<file path="src/rtl/axis_patgen_pkg.sv">
// Shared definitions for the AXI4-Stream pattern generator:
// data-mode encodings, FSM state constants and Galois LFSR tap masks.
package axis_patgen_pkg;

    // Payload selection, as driven on cfg_mode
    typedef enum logic [1:0] {
        MODE_CNT   = 2'd0,
        MODE_LFSR  = 2'd1,
        MODE_CONST = 2'd2,
        MODE_WALK  = 2'd3
    } patgen_mode_e;

    // Generator FSM states (IDLE / SEND / GAP)
    localparam logic [1:0] ST_IDLE = 2'd0;
    localparam logic [1:0] ST_SEND = 2'd1;
    localparam logic [1:0] ST_GAP  = 2'd2;

    // Widest LFSR the tap helper can describe
    localparam int LFSR_MAX_W = 256;

    // Right-shifting Galois tap mask for a w-bit LFSR. The listed widths use
    // maximal-length polynomials; any other width falls back to the two top
    // bits, which still cycles but is not guaranteed to be maximal length.
    function automatic logic [LFSR_MAX_W-1:0] lfsr_taps(input int w);
        logic [LFSR_MAX_W-1:0] t;
        t = '0;
        case (w)
            16:      t[15:0] = 16'hB400;
            24:      t[23:0] = 24'hE1_0000;
            32:      t[31:0] = 32'h8020_0003;
            64:      t[63:0] = 64'hD800_0000_0000_0000;
            default: begin
                t[w-1] = 1'b1;
                t[w-2] = 1'b1;
            end
        endcase
        return t;
    endfunction

endpackage

</file>
<file path="src/rtl/axis_pattern_gen_if.sv">
// AXI4-Stream bus bundle used between the pattern generator and its sink.
// DATA_W / USER_W must match the parameters of the generator it is bound to.
interface axis_pattern_gen_if #(
    parameter int DATA_W = 32,
    parameter int USER_W = 1
);
    localparam int KEEP_W = DATA_W / 8;

    logic              tvalid;
    logic              tready;
    logic [DATA_W-1:0] tdata;
    logic [KEEP_W-1:0] tkeep;
    logic              tlast;
    logic [USER_W-1:0] tuser;

    modport master (output tvalid, tdata, tkeep, tlast, tuser, input  tready);
    modport slave  (input  tvalid, tdata, tkeep, tlast, tuser, output tready);
endinterface

</file>
<file path="src/rtl/axis_patgen_lfsr.sv">
// Galois LFSR (right-shifting) with synchronous seed load and advance enable.
// Load has priority over advance so a restart always begins at the seed.
module axis_patgen_lfsr
    import axis_patgen_pkg::*;
#(
    parameter int               WIDTH = 32,
    parameter logic [WIDTH-1:0] SEED  = WIDTH'(1)
) (
    input  logic             clk,
    input  logic             srst,
    input  logic             i_load,
    input  logic             i_adv,
    output logic [WIDTH-1:0] o_state
);
    localparam logic [WIDTH-1:0] TAPS = WIDTH'(lfsr_taps(WIDTH));

    logic [WIDTH-1:0] r_state;
    logic [WIDTH-1:0] w_next;

    assign w_next  = (r_state >> 1) ^ (r_state[0] ? TAPS : '0);
    assign o_state = r_state;

    // Seed on reset/restart, step once per accepted beat
    always_ff @(posedge clk) begin
        if (srst || i_load) begin
            r_state <= SEED;
        end else if (i_adv) begin
            r_state <= w_next;
        end
    end
endmodule

</file>
<file path="src/rtl/axis_pattern_gen.sv">
// Configurable AXI4-Stream test-pattern source.
// Modes: counter {frame_id, beat_idx}, LFSR, constant, walking one.
// Run-time frame length, frame count, inter-frame gap, partial last-beat
// TKEEP, start/stop control and SOF on TUSER[0].
// Optional build macro AXIS_PATGEN_STALL_STATS_EN adds stall_cycles and
// max_stall backpressure statistics outputs.
// Payload is a pure function of registered state that only moves on a
// handshake, so it stays stable while the sink stalls.
module axis_pattern_gen
    import axis_patgen_pkg::*;
#(
    parameter int                DATA_W    = 32,
    parameter int                KEEP_W    = DATA_W / 8,
    parameter int                USER_W    = 1,
    parameter int                LEN_W     = 16,
    parameter logic [DATA_W-1:0] LFSR_SEED = DATA_W'(32'hACE1_ACE1)
) (
    input  logic                    aclk,
    input  logic                    areset,
    input  logic                    cfg_start,
    input  logic                    cfg_stop,
    input  logic [1:0]              cfg_mode,
    input  logic [LEN_W-1:0]        cfg_frame_beats,
    input  logic [LEN_W-1:0]        cfg_num_frames,
    input  logic [7:0]              cfg_gap_cycles,
    input  logic [$clog2(KEEP_W):0] cfg_last_keep_bytes,
    input  logic [DATA_W-1:0]       cfg_const,
    axis_pattern_gen_if.master      m_axis,
    output logic                    busy,
    output logic [LEN_W-1:0]        frames_done
`ifdef AXIS_PATGEN_STALL_STATS_EN
    ,
    output logic [31:0]             stall_cycles,
    output logic [15:0]             max_stall
`endif
);
    localparam int HALF_W = DATA_W / 2;
    localparam int KB_W   = $clog2(KEEP_W) + 1;

    logic [1:0]        r_state;
    patgen_mode_e      r_mode;
    logic [LEN_W-1:0]  r_frame_beats;
    logic [LEN_W-1:0]  r_num_frames;
    logic [LEN_W-1:0]  r_beat_idx;
    logic [LEN_W-1:0]  r_frames_done;
    logic [7:0]        r_gap_cycles;
    logic [7:0]        r_gap_cnt;
    logic [KEEP_W-1:0] r_last_keep;
    logic [DATA_W-1:0] r_const;
    logic [DATA_W-1:0] r_walk;
    logic              r_stop_pending;

    logic              w_start;
    logic              w_valid;
    logic              w_hs;
    logic              w_last_beat;
    logic              w_last_hs;
    logic              w_run_over;
    logic [KEEP_W-1:0] w_keep_lo;
    logic [DATA_W-1:0] w_lfsr;
    logic [DATA_W-1:0] w_data;
    logic [HALF_W-1:0] w_cnt_hi;
    logic [HALF_W-1:0] w_cnt_lo;

    // A stop arriving with start wins: the run is never begun
    assign w_start     = (r_state == ST_IDLE) && cfg_start && !cfg_stop;
    assign w_valid     = (r_state == ST_SEND);
    assign w_hs        = w_valid && m_axis.tready;
    assign w_last_beat = (r_beat_idx == r_frame_beats - 1'b1);
    assign w_last_hs   = w_hs && w_last_beat;
    // Run ends after this frame on a pending/arriving stop or the frame limit
    assign w_run_over  = r_stop_pending || cfg_stop ||
                         ((r_num_frames != '0) && (r_frames_done + 1'b1 == r_num_frames));

    // Last-beat byte mask: low N lanes, or all lanes for N==0 / N>KEEP_W
    generate
        for (genvar gi = 0; gi < KEEP_W; gi++) begin : g_keep
            assign w_keep_lo[gi] = (KB_W'(gi) < cfg_last_keep_bytes) ||
                                   (cfg_last_keep_bytes == '0) ||
                                   (cfg_last_keep_bytes > KB_W'(KEEP_W));
        end
    endgenerate

    axis_patgen_lfsr #(
        .WIDTH (DATA_W),
        .SEED  (LFSR_SEED)
    ) u_lfsr (
        .clk     (aclk),
        .srst    (areset),
        .i_load  (w_start),
        .i_adv   (w_hs),
        .o_state (w_lfsr)
    );

    assign w_cnt_hi = HALF_W'(r_frames_done);
    assign w_cnt_lo = HALF_W'(r_beat_idx);

    // Payload selection for the currently presented beat
    always_comb begin
        w_data = '0;
        case (r_mode)
            MODE_CNT:   w_data = {w_cnt_hi, w_cnt_lo};
            MODE_LFSR:  w_data = w_lfsr;
            MODE_CONST: w_data = r_const;
            MODE_WALK:  w_data = r_walk;
            default:    w_data = '0;
        endcase
    end

    assign m_axis.tvalid = w_valid;
    assign m_axis.tdata  = w_valid ? w_data : '0;
    assign m_axis.tlast  = w_valid && w_last_beat;
    assign m_axis.tkeep  = (w_valid && w_last_beat) ? r_last_keep : '1;
    assign m_axis.tuser  = USER_W'(w_valid && (r_beat_idx == '0));
    assign busy          = (r_state != ST_IDLE);
    assign frames_done   = r_frames_done;

    // Run control FSM: frame sequencing, inter-frame gap and stop handling
    always_ff @(posedge aclk) begin
        if (areset) begin
            r_state        <= ST_IDLE;
            r_stop_pending <= 1'b0;
            r_gap_cnt      <= '0;
        end else begin
            case (r_state)
                ST_IDLE: begin
                    r_stop_pending <= 1'b0;
                    if (w_start) begin
                        r_state <= ST_SEND;
                    end
                end
                ST_SEND: begin
                    if (cfg_stop) begin
                        r_stop_pending <= 1'b1;
                    end
                    if (w_last_hs) begin
                        if (w_run_over) begin
                            r_state        <= ST_IDLE;
                            r_stop_pending <= 1'b0;
                        end else if (r_gap_cycles != '0) begin
                            r_state   <= ST_GAP;
                            r_gap_cnt <= r_gap_cycles;
                        end
                    end
                end
                ST_GAP: begin
                    r_gap_cnt <= r_gap_cnt - 8'd1;
                    if (cfg_stop || r_stop_pending) begin
                        r_state        <= ST_IDLE;
                        r_stop_pending <= 1'b0;
                    end else if (r_gap_cnt == 8'd1) begin
                        r_state <= ST_SEND;
                    end
                end
                default: r_state <= ST_IDLE;
            endcase
        end
    end

    // Config capture at start, beat/frame counters and walking-one advance
    always_ff @(posedge aclk) begin
        if (areset) begin
            r_mode        <= MODE_CNT;
            r_frame_beats <= LEN_W'(1);
            r_num_frames  <= '0;
            r_gap_cycles  <= '0;
            r_last_keep   <= '1;
            r_const       <= '0;
            r_beat_idx    <= '0;
            r_frames_done <= '0;
            r_walk        <= DATA_W'(1);
        end else if (w_start) begin
            r_mode        <= patgen_mode_e'(cfg_mode);
            r_frame_beats <= (cfg_frame_beats == '0) ? LEN_W'(1) : cfg_frame_beats;
            r_num_frames  <= cfg_num_frames;
            r_gap_cycles  <= cfg_gap_cycles;
            r_last_keep   <= w_keep_lo;
            r_const       <= cfg_const;
            r_beat_idx    <= '0;
            r_frames_done <= '0;
            r_walk        <= DATA_W'(1);
        end else if (w_hs) begin
            if (w_last_beat) begin
                r_beat_idx    <= '0;
                r_frames_done <= r_frames_done + 1'b1;
                r_walk        <= DATA_W'(1);
            end else begin
                r_beat_idx    <= r_beat_idx + 1'b1;
                r_walk        <= {r_walk[DATA_W-2:0], r_walk[DATA_W-1]};
            end
        end
    end

`ifdef AXIS_PATGEN_STALL_STATS_EN
    logic [31:0] r_stall_cycles;
    logic [15:0] r_cur_stall;
    logic [15:0] r_max_stall;
    logic        w_stall;
    logic [15:0] w_cur_inc;

    assign w_stall      = w_valid && !m_axis.tready;
    assign w_cur_inc    = (r_cur_stall == 16'hFFFF) ? r_cur_stall : r_cur_stall + 16'd1;
    assign stall_cycles = r_stall_cycles;
    assign max_stall    = r_max_stall;

    // Backpressure statistics: total stalled cycles and longest stall run
    always_ff @(posedge aclk) begin
        if (areset || w_start) begin
            r_stall_cycles <= '0;
            r_cur_stall    <= '0;
            r_max_stall    <= '0;
        end else if (w_stall) begin
            r_stall_cycles <= r_stall_cycles + 32'd1;
            r_cur_stall    <= w_cur_inc;
            if (w_cur_inc > r_max_stall) begin
                r_max_stall <= w_cur_inc;
            end
        end else begin
            r_cur_stall <= '0;
        end
    end
`endif

endmodule

</file>
<file path="src/flat_wrapper.sv">
// flat-port wrapper written by rule: the top's interface ports become plain ports
module axis_pattern_gen_flat import axis_patgen_pkg::*;
#(
    parameter int                DATA_W    = 32,
    parameter int                KEEP_W    = DATA_W / 8,
    parameter int                USER_W    = 1,
    parameter int                LEN_W     = 16,
    parameter logic [DATA_W-1:0] LFSR_SEED = DATA_W'(32'hACE1_ACE1)
)
  (aclk, areset, cfg_start, cfg_stop, cfg_mode, cfg_frame_beats, cfg_num_frames, cfg_gap_cycles, cfg_last_keep_bytes, cfg_const, busy, frames_done, m_axis_tvalid, m_axis_tdata, m_axis_tkeep, m_axis_tlast, m_axis_tuser, m_axis_tready);
  axis_pattern_gen_if #(.DATA_W(DATA_W), .USER_W(USER_W)) m_axis_i ();
  input  logic aclk;
  input  logic areset;
  input  logic cfg_start;
  input  logic cfg_stop;
  input  logic [1:0] cfg_mode;
  input  logic [LEN_W-1:0] cfg_frame_beats;
  input  logic [LEN_W-1:0] cfg_num_frames;
  input  logic [7:0] cfg_gap_cycles;
  input  logic [$clog2(KEEP_W):0] cfg_last_keep_bytes;
  input  logic [DATA_W-1:0] cfg_const;
  output logic busy;
  output logic [LEN_W-1:0] frames_done;
  output wire logic [$bits(m_axis_i.tvalid)-1:0] m_axis_tvalid;
  output wire logic [$bits(m_axis_i.tdata)-1:0] m_axis_tdata;
  output wire logic [$bits(m_axis_i.tkeep)-1:0] m_axis_tkeep;
  output wire logic [$bits(m_axis_i.tlast)-1:0] m_axis_tlast;
  output wire logic [$bits(m_axis_i.tuser)-1:0] m_axis_tuser;
  input wire logic [$bits(m_axis_i.tready)-1:0] m_axis_tready;
  assign m_axis_tvalid = m_axis_i.tvalid;
  assign m_axis_tdata = m_axis_i.tdata;
  assign m_axis_tkeep = m_axis_i.tkeep;
  assign m_axis_tlast = m_axis_i.tlast;
  assign m_axis_tuser = m_axis_i.tuser;
  assign m_axis_i.tready = m_axis_tready;
  axis_pattern_gen #(.DATA_W(DATA_W), .KEEP_W(KEEP_W), .USER_W(USER_W), .LEN_W(LEN_W), .LFSR_SEED(LFSR_SEED)) u_core (.aclk(aclk), .areset(areset), .cfg_start(cfg_start), .cfg_stop(cfg_stop), .cfg_mode(cfg_mode), .cfg_frame_beats(cfg_frame_beats), .cfg_num_frames(cfg_num_frames), .cfg_gap_cycles(cfg_gap_cycles), .cfg_last_keep_bytes(cfg_last_keep_bytes), .cfg_const(cfg_const), .m_axis(m_axis_i), .busy(busy), .frames_done(frames_done));
endmodule
</file>
<file path="config.mk">
export PLATFORM = sky130hd
export DESIGN_NAME = axis_pattern_gen_flat
export DESIGN_NICKNAME = d
export VERILOG_FILES = /design/src/rtl/axis_patgen_pkg.sv /design/src/rtl/axis_pattern_gen_if.sv /design/src/rtl/axis_patgen_lfsr.sv /design/src/rtl/axis_pattern_gen.sv /design/src/flat_wrapper.sv
export SDC_FILE = /design/constraint.sdc
export NUM_CORES = 1
export LEC_CHECK = 0
export ABC_AREA = 1
export CAP_MARGIN = 10
export CORE_MARGIN = 5
export CORE_UTILIZATION = 45
export CTS_CLUSTER_DIAMETER = 150
export DETAILED_ROUTE_END_ITERATION = 7
export GPL_ROUTABILITY_DRIVEN = 0
export PLACE_DENSITY_LB_ADDON = 0.15
export SETUP_SLACK_MARGIN = 0.5
export SYNTH_ARGS = -nofsm -noshare
export SYNTH_HDL_FRONTEND = slang
export SYNTH_SLANG_ARGS = --single-unit
</file>
<file path="constraint.sdc">
create_clock -name aclk -period 3.1 [get_ports aclk]
set_input_delay 0.62 -clock aclk [delete_from_list [all_inputs] [get_ports aclk]]
set_output_delay 0.62 -clock aclk [all_outputs]
set_load 0.1 [all_outputs]
</file>
# Yosys cells after proc, flatten, opt, wreduce, memory -nomap -nowiden
# Index checks and enable logic that the tools add are counted.
# Widths: inputs -> output; s select.
# totals
input_bits	82
ff_bits	185
wordCells	95
out_inout_bits	56
# op_classes
order_cmp	5
reduce_logical	34
add_sub_neg	4
eq_ne	15
bitwise_logic	1
muxes	23
# op_table
cell	count
$pmux 32 s4	1
$mux 32	3
$add 16x1->16 const B	2
$eq 16x16->1	2
$logic_not 16->1	2
$mux 16	2
$xor 31x32->32	1
$mux 8	3
$pmux 8 s2	1
$reduce_bool 16->1	1
$sub 16x1->16 const B	1
$mux 2	6
$logic_or 1x1->1	11
$eq 8x1->1 const B	1
$ne 2x2->1 const B	4
$reduce_and 4->1	2
$reduce_bool 8->1	1
$sub 8x1->8 const B	1
$logic_and 1x1->1	7
$eq 2x2->1 const B	3
$lt 1x3->1 const A	2
$lt 2x3->1 const A	2
$pmux 2 s3	1
$eq 2x1->1 const B	2
other kinds (14)	20

# Logic depth before layout (Yosys ltp)
# depth
ltp_word	7
ltp_mapped	19
mapped_depth_nobuf	18

# Cells and area by module
# From an unflattened synthesis, not the netlist that was laid out.
# hier_totals
cells_unflattened	1445
hier_area_um2	9836.9
# modules_own_cells
mod	n_inst	cells_each	area_each_um2	seq_area_each_um2
axis_pattern_gen	1	1266	8376.8	3062.9
axis_patgen_lfsr	1	179	1460.2	640.6

# Least setup slack after synthesis
# No wires, ideal clock.
# synth_path
kind	reg2out
start	reg u_core.r_frame_beats[0]
end	out m_axis_tkeep[0]
required_time_ns	2.480
t_arrival_ns	4.103
path_stages_with_launch	12
path_buffers	0
path_slack_ns	-1.623
cell_sequence	dfxtp_1 inv_2 ha_1 nand2_1 inv_1 nor3_1 o21ai_0 a211o_1 nor3_1 nand4_1 nor2_1 nand2_1
# synth_via
elab_chain_len	4
# synth_lines
element	line	source
from (decl)	axis_pattern_gen.sv:42	logic [LEN_W-1:0] r_frame_beats;
from (signal assigned)	axis_pattern_gen.sv:174	r_frame_beats <= (cfg_frame_beats == '0) ? LEN_W'(1) : cfg_frame_beats;
$sub 16x1->16	axis_pattern_gen.sv:69	assign w_last_beat = (r_beat_idx == r_frame_beats - 1'b1);
$eq 16x16->1	axis_pattern_gen.sv:69	
$logic_and 1x1->1	--	
via m_axis_tlast	flat_wrapper.sv:27	output wire logic [$bits(m_axis_i.tlast)-1:0] m_axis_tlast;
$mux 4	axis_pattern_gen.sv:113	assign m_axis.tkeep = (w_valid && w_last_beat) ? r_last_keep : '1;
to (decl)	flat_wrapper.sv:26	output wire logic [$bits(m_axis_i.tkeep)-1:0] m_axis_tkeep;
# The timed path passes the listed nets, and every way through them passes these cells.

# Worst setup path in the final report
# layout_path
start	reg u_core.r_frame_beats[0]
end	out m_axis_tkeep[0]
# layout_via
elab_chain_len	4
# layout_lines
element	line
$sub 16x1->16	axis_pattern_gen.sv:69
$eq 16x16->1	axis_pattern_gen.sv:69
$logic_and 1x1->1	axis_pattern_gen.sv:113
$mux 4	axis_pattern_gen.sv:113
# No other way between the ends.

==> impl_metrics.yaml <==
outcome:
  status: "finished with violations"
  failed_checks: "negative setup slack"
finish:
  final_util_pct: 65.4
  multi_input_area_um2: 5780
  register_area_um2: 3730
  fraction_of_final_layout_cells_sized_beyond_drive_strength_1_pct: 19.6
  layout.nets: 1541
  areaGrowthSynthToFinish_pct: 42.1
  antenna_cells: 0
  filler_cells_inserted: 1719
  most-common-layout-cells: "nand2_1 (315), dfxtp_1 (164), inv_1 (134), a21oi_1 (120), o21ai_0 (87)"
  post_route_standard_cell_area_excluding_fillers_um2: 13300
  layout.cells.most_common: "nand2_1"
floorplanning:
  die_width_um: 154
  floorplan.initialDensity_pct: 46.0
  core_region_area_um2: 20400
  dieArea_um2: 23800
  row_count: 52
  die_height_um: 154
  design.portCount: 138
yosys:
  yosys.area.top_type: "dfxtp_1"
  syn-cell-area_um2: 9370
  avgSynthCellArea_um2: 7.11
  synth-main-ff-cell: "dfxtp_1"
  syn_inst: 1318
  synth_seq_cells: 185
  area_share_of_the_largest_cell_type_after_synthesis_pct: 39.5
  yosys-top-cells-area: "dfxtp_1 (40%), nand2_1 (13%), a21oi_1 (6.5%), inv_1 (5.6%), o21ai_0 (5.3%)"
  synthArstFlopShare_pct: 0
  synth_sequential_area_ratio_pct: 39.5
  netlist-cell-type-count: 52
  net_count_synth: 1406
  synth_warnings: 0
  number_of_enable_type_register_cells_in_the_synthesized_netlist: 0
global_route:
  global_route_total_usage_across_every_layer_pct: 23.4
  wire_length_of_the_first_global_routing_pass_um: 45900
  number_of_global_route_vias_before_repair: 8950
  globalRoute.totalOverflow: 0
  grt_antenna_before_repair: 0
  grt_start_max_net_pins: 65
timing:
  unrepaired_setup_endpoints_after_global_routing: "true"
  fin_worst_skew_ns: 0.00913
  final_max_slew_viol_count: 0
  report.final.setup_viol: 5
  postLayoutSetupSlackWorst_ns: -0.184
  timing.final.hold_violations: 0
  hold-worst-slack_ns: 0.456
  finalCriticalPeriod_ns: 3.28
  worst_slew_pin_slew_ns: 0.518
  fmaxAchievable_mhz: 305
  timing.slew.headroom_pct: 65.4
  period_share_pct: 106
power_and_ir_drop:
  power.switching_fraction_pct: 41.6
  p_leak_nw: 5.27
  power_density_nw_per_um2: 636
  power.clock.fraction_pct: 25.2
  power_internal_mw: 4.94
  ir_drop_v: 0.000366
  pwr-share-seq_pct: 33.8
  pwr-share-comb_pct: 40.9
  power.switching_mw: 3.53
cts:
  clock_tree.htree_level_count: 4
  ctsRootBufferMaster: "clkbuf_16"
  cts.path.max_buffers: 2
  clkTransAtPathRegs_ns: 0.07
  tritoncts_buffer_count: 17
  tritoncts_clock_tree: "built"
  tritoncts_num_sinks: 185
  holdBufCountCts: 0
  worst_skew_pair.late_latency_ns: 0.44
routing:
  drt-wirelength-per-cell_um: 16.6
  route.final.wire_length_um: 28900
  vias: 9252
  vias_per_cell: 5.33
  post-route-drc-count: 0
  detail_route.iter0.violations: 595
  route.antenna.remaining_nets: 0
  drt-pass1-iter-count: 6
worst_setup_path:
  cp_slowest_stage_delay_ns: 0.35
  timing.critical_path.slowest_stage_cell: "dfxtp_2"
  worstSetupStartpointType: "flop"
  worst-r2r-cell-count: 16
  crit_path_cell_trace: "inv_4, ha_4, xnor2_2, xor2_1, o21ai_1, a211o_1, nor3_2, nand4_1, nor2_4, buf_12, nand2_8, buf_12"
  cp_max_fo: 5
  r2r_setup_slack_ns: 0.69
  cp.required_ns: 2.48
  worst_r2r_endpoint: "u_core.r_walk[16]"
  timing.setup.critical_path_class: "flop to output port"
  worst_ep_arrival_time_ns: 2.66
  timing.rr.start: "u_core.r_frame_beats[0]"
  kind_of_end_point_of_the_critical_path: "output port"
  cp_common_cell: "buf_12"
place:
  hpwl_um: 19900
  placedInstanceArea_um2: 11900
  place.port_buffers: 137
worst_hold_path:
  timing.hold.worst_path_depth: 2
  holdPathEnd: "u_core.r_const[2]"
  timing.hold.worst.start: "u_core.r_const[2]"
  hold_path.class: "flop to flop"
job:
  maxCapViolCount: 0
through the flow:
stage	std cells	setup WS [ns]	TNS [ns]	power, mW
3_3_place_gp	1683	0.377	0	5.98
2_1_floorplan	1318	-0.0595	-0.238	5.18
6_report	1736	-0.184	-0.854	8.47
4_1_cts	1722	-0.156	-0.713	8.27
5_1_grt	1736	-0.276	-1.32	8.91
3_5_place_dp	1683	0.311	0	6.01
worst max-delay path by stage:
| stage | startpoint | to | slack (ns) | cells past startpoint |
|---|---|---|---|---|
| global route | u_core.r_frame_beats[0] | m_axis_tkeep[0] | -0.28 | 12 |
| detailed placement | u_core.r_frame_beats[0] | m_axis_tkeep[0] | 0.31 | 13 |
| global placement | u_core.r_frame_beats[0] | m_axis_tkeep[0] | 0.38 | 13 |
| floorplan | u_core.r_frame_beats[0] | m_axis_tkeep[0] | -0.06 | 10 |
| CTS | u_core.r_frame_beats[0] | m_axis_tkeep[0] | -0.16 | 12 |
| finish | u_core.r_frame_beats[0] | m_axis_tkeep[0] | -0.18 | 12 |
per-layer routing:
layer	wire length (um)	global-route usage (%)	up-vias
li1	-	-	4646
met1	13100	31.6	4334
met2	13800	38.1	235
met3	1630	5.45	37
met4	431	5.68	0
met5	0	0	-
layout make-up:
cell class	count	share of cell area [%]
Multi-Input combinational cell	918	43.4
Sequential cell	185	28.1
Timing Repair Buffer	181	17.3
Inverter	149	4.40
Clock buffer	18	3.30
Tap cell	270	2.54
Clock inverter	14	1.01
Timing Repair inverter	1	0.0564
cell usage after synthesis (8+ instances only):
library cell  count
a21oi_1         122
nand4_1          26
nand3_1          61
dfxtp_1         185
a22o_1           32
inv_1           139
nand2_1         320
nor2_1           95
clkbuf_1         39
a211oi_1         22
xnor2_1           8
a31oi_1           9
buf_2            16
a221oi_1         25
o21ai_0          99
xor2_1           25
state kept, by name (all words and copies together) (netlist names):
name                   flops
u_core.r_const            32
u_core.r_num_frames       16
u_core.r_beat_idx         16
u_core.u_lfsr.o_state     32
u_core.frames_done        16
u_core.r_gap_cycles        8
u_core.r_last_keep         4
u_core.r_state             2
u_core.r_gap_cnt           8
u_core.r_frame_beats      16
u_core.r_stop_pending      1
u_core.r_mode              2
u_core.r_walk             32
cell families after synthesis:
| logic type | after synthesis | share of synthesized area [%] |
|---|---|---|
| compound gates | 322 | 20.6 |
| simple gates | 556 | 26.5 |
| fa+ha+maj | 6 | 0.801 |
| flops | 185 | 39.5 |
| buf+inv | 215 | 9.24 |
| xor+xnor | 34 | 3.33 |
critical path, delay by kind of cell (launching register included):
family / cells / cell delay [ns]
AOI/OAI and AO/OA: 2 / 0.38
xor gates and xnor gates: 2 / 0.39
adders and majority gates: 1 / 0.17
buffers and inverters: 3 / 0.38
DFF: 1 / 0.35
and+or+nand+nor: 4 / 0.55
power groups by stage:
stage / clock [mW] / sequential, mW / combinational, mW
after floorplan: 0 / 2.84 / 2.34
after global placement: 0 / 2.88 / 3.10
after detailed placement: 0 / 2.89 / 3.12
after CTS: 2.17 / 2.85 / 3.26
after global routing: 2.26 / 2.90 / 3.75
final: 2.14 / 2.87 / 3.47
timing repair:
item                                   4_1_cts  5_1_grt
gates resized for setup                     66       58
pin swaps                                   10       26
setup endpoints to repair                   46       79
cloned                                       1        5
endpoints found under the hold margin        0        0
buffers inserted                             6        9
Power figures use the tool's default switching activity.
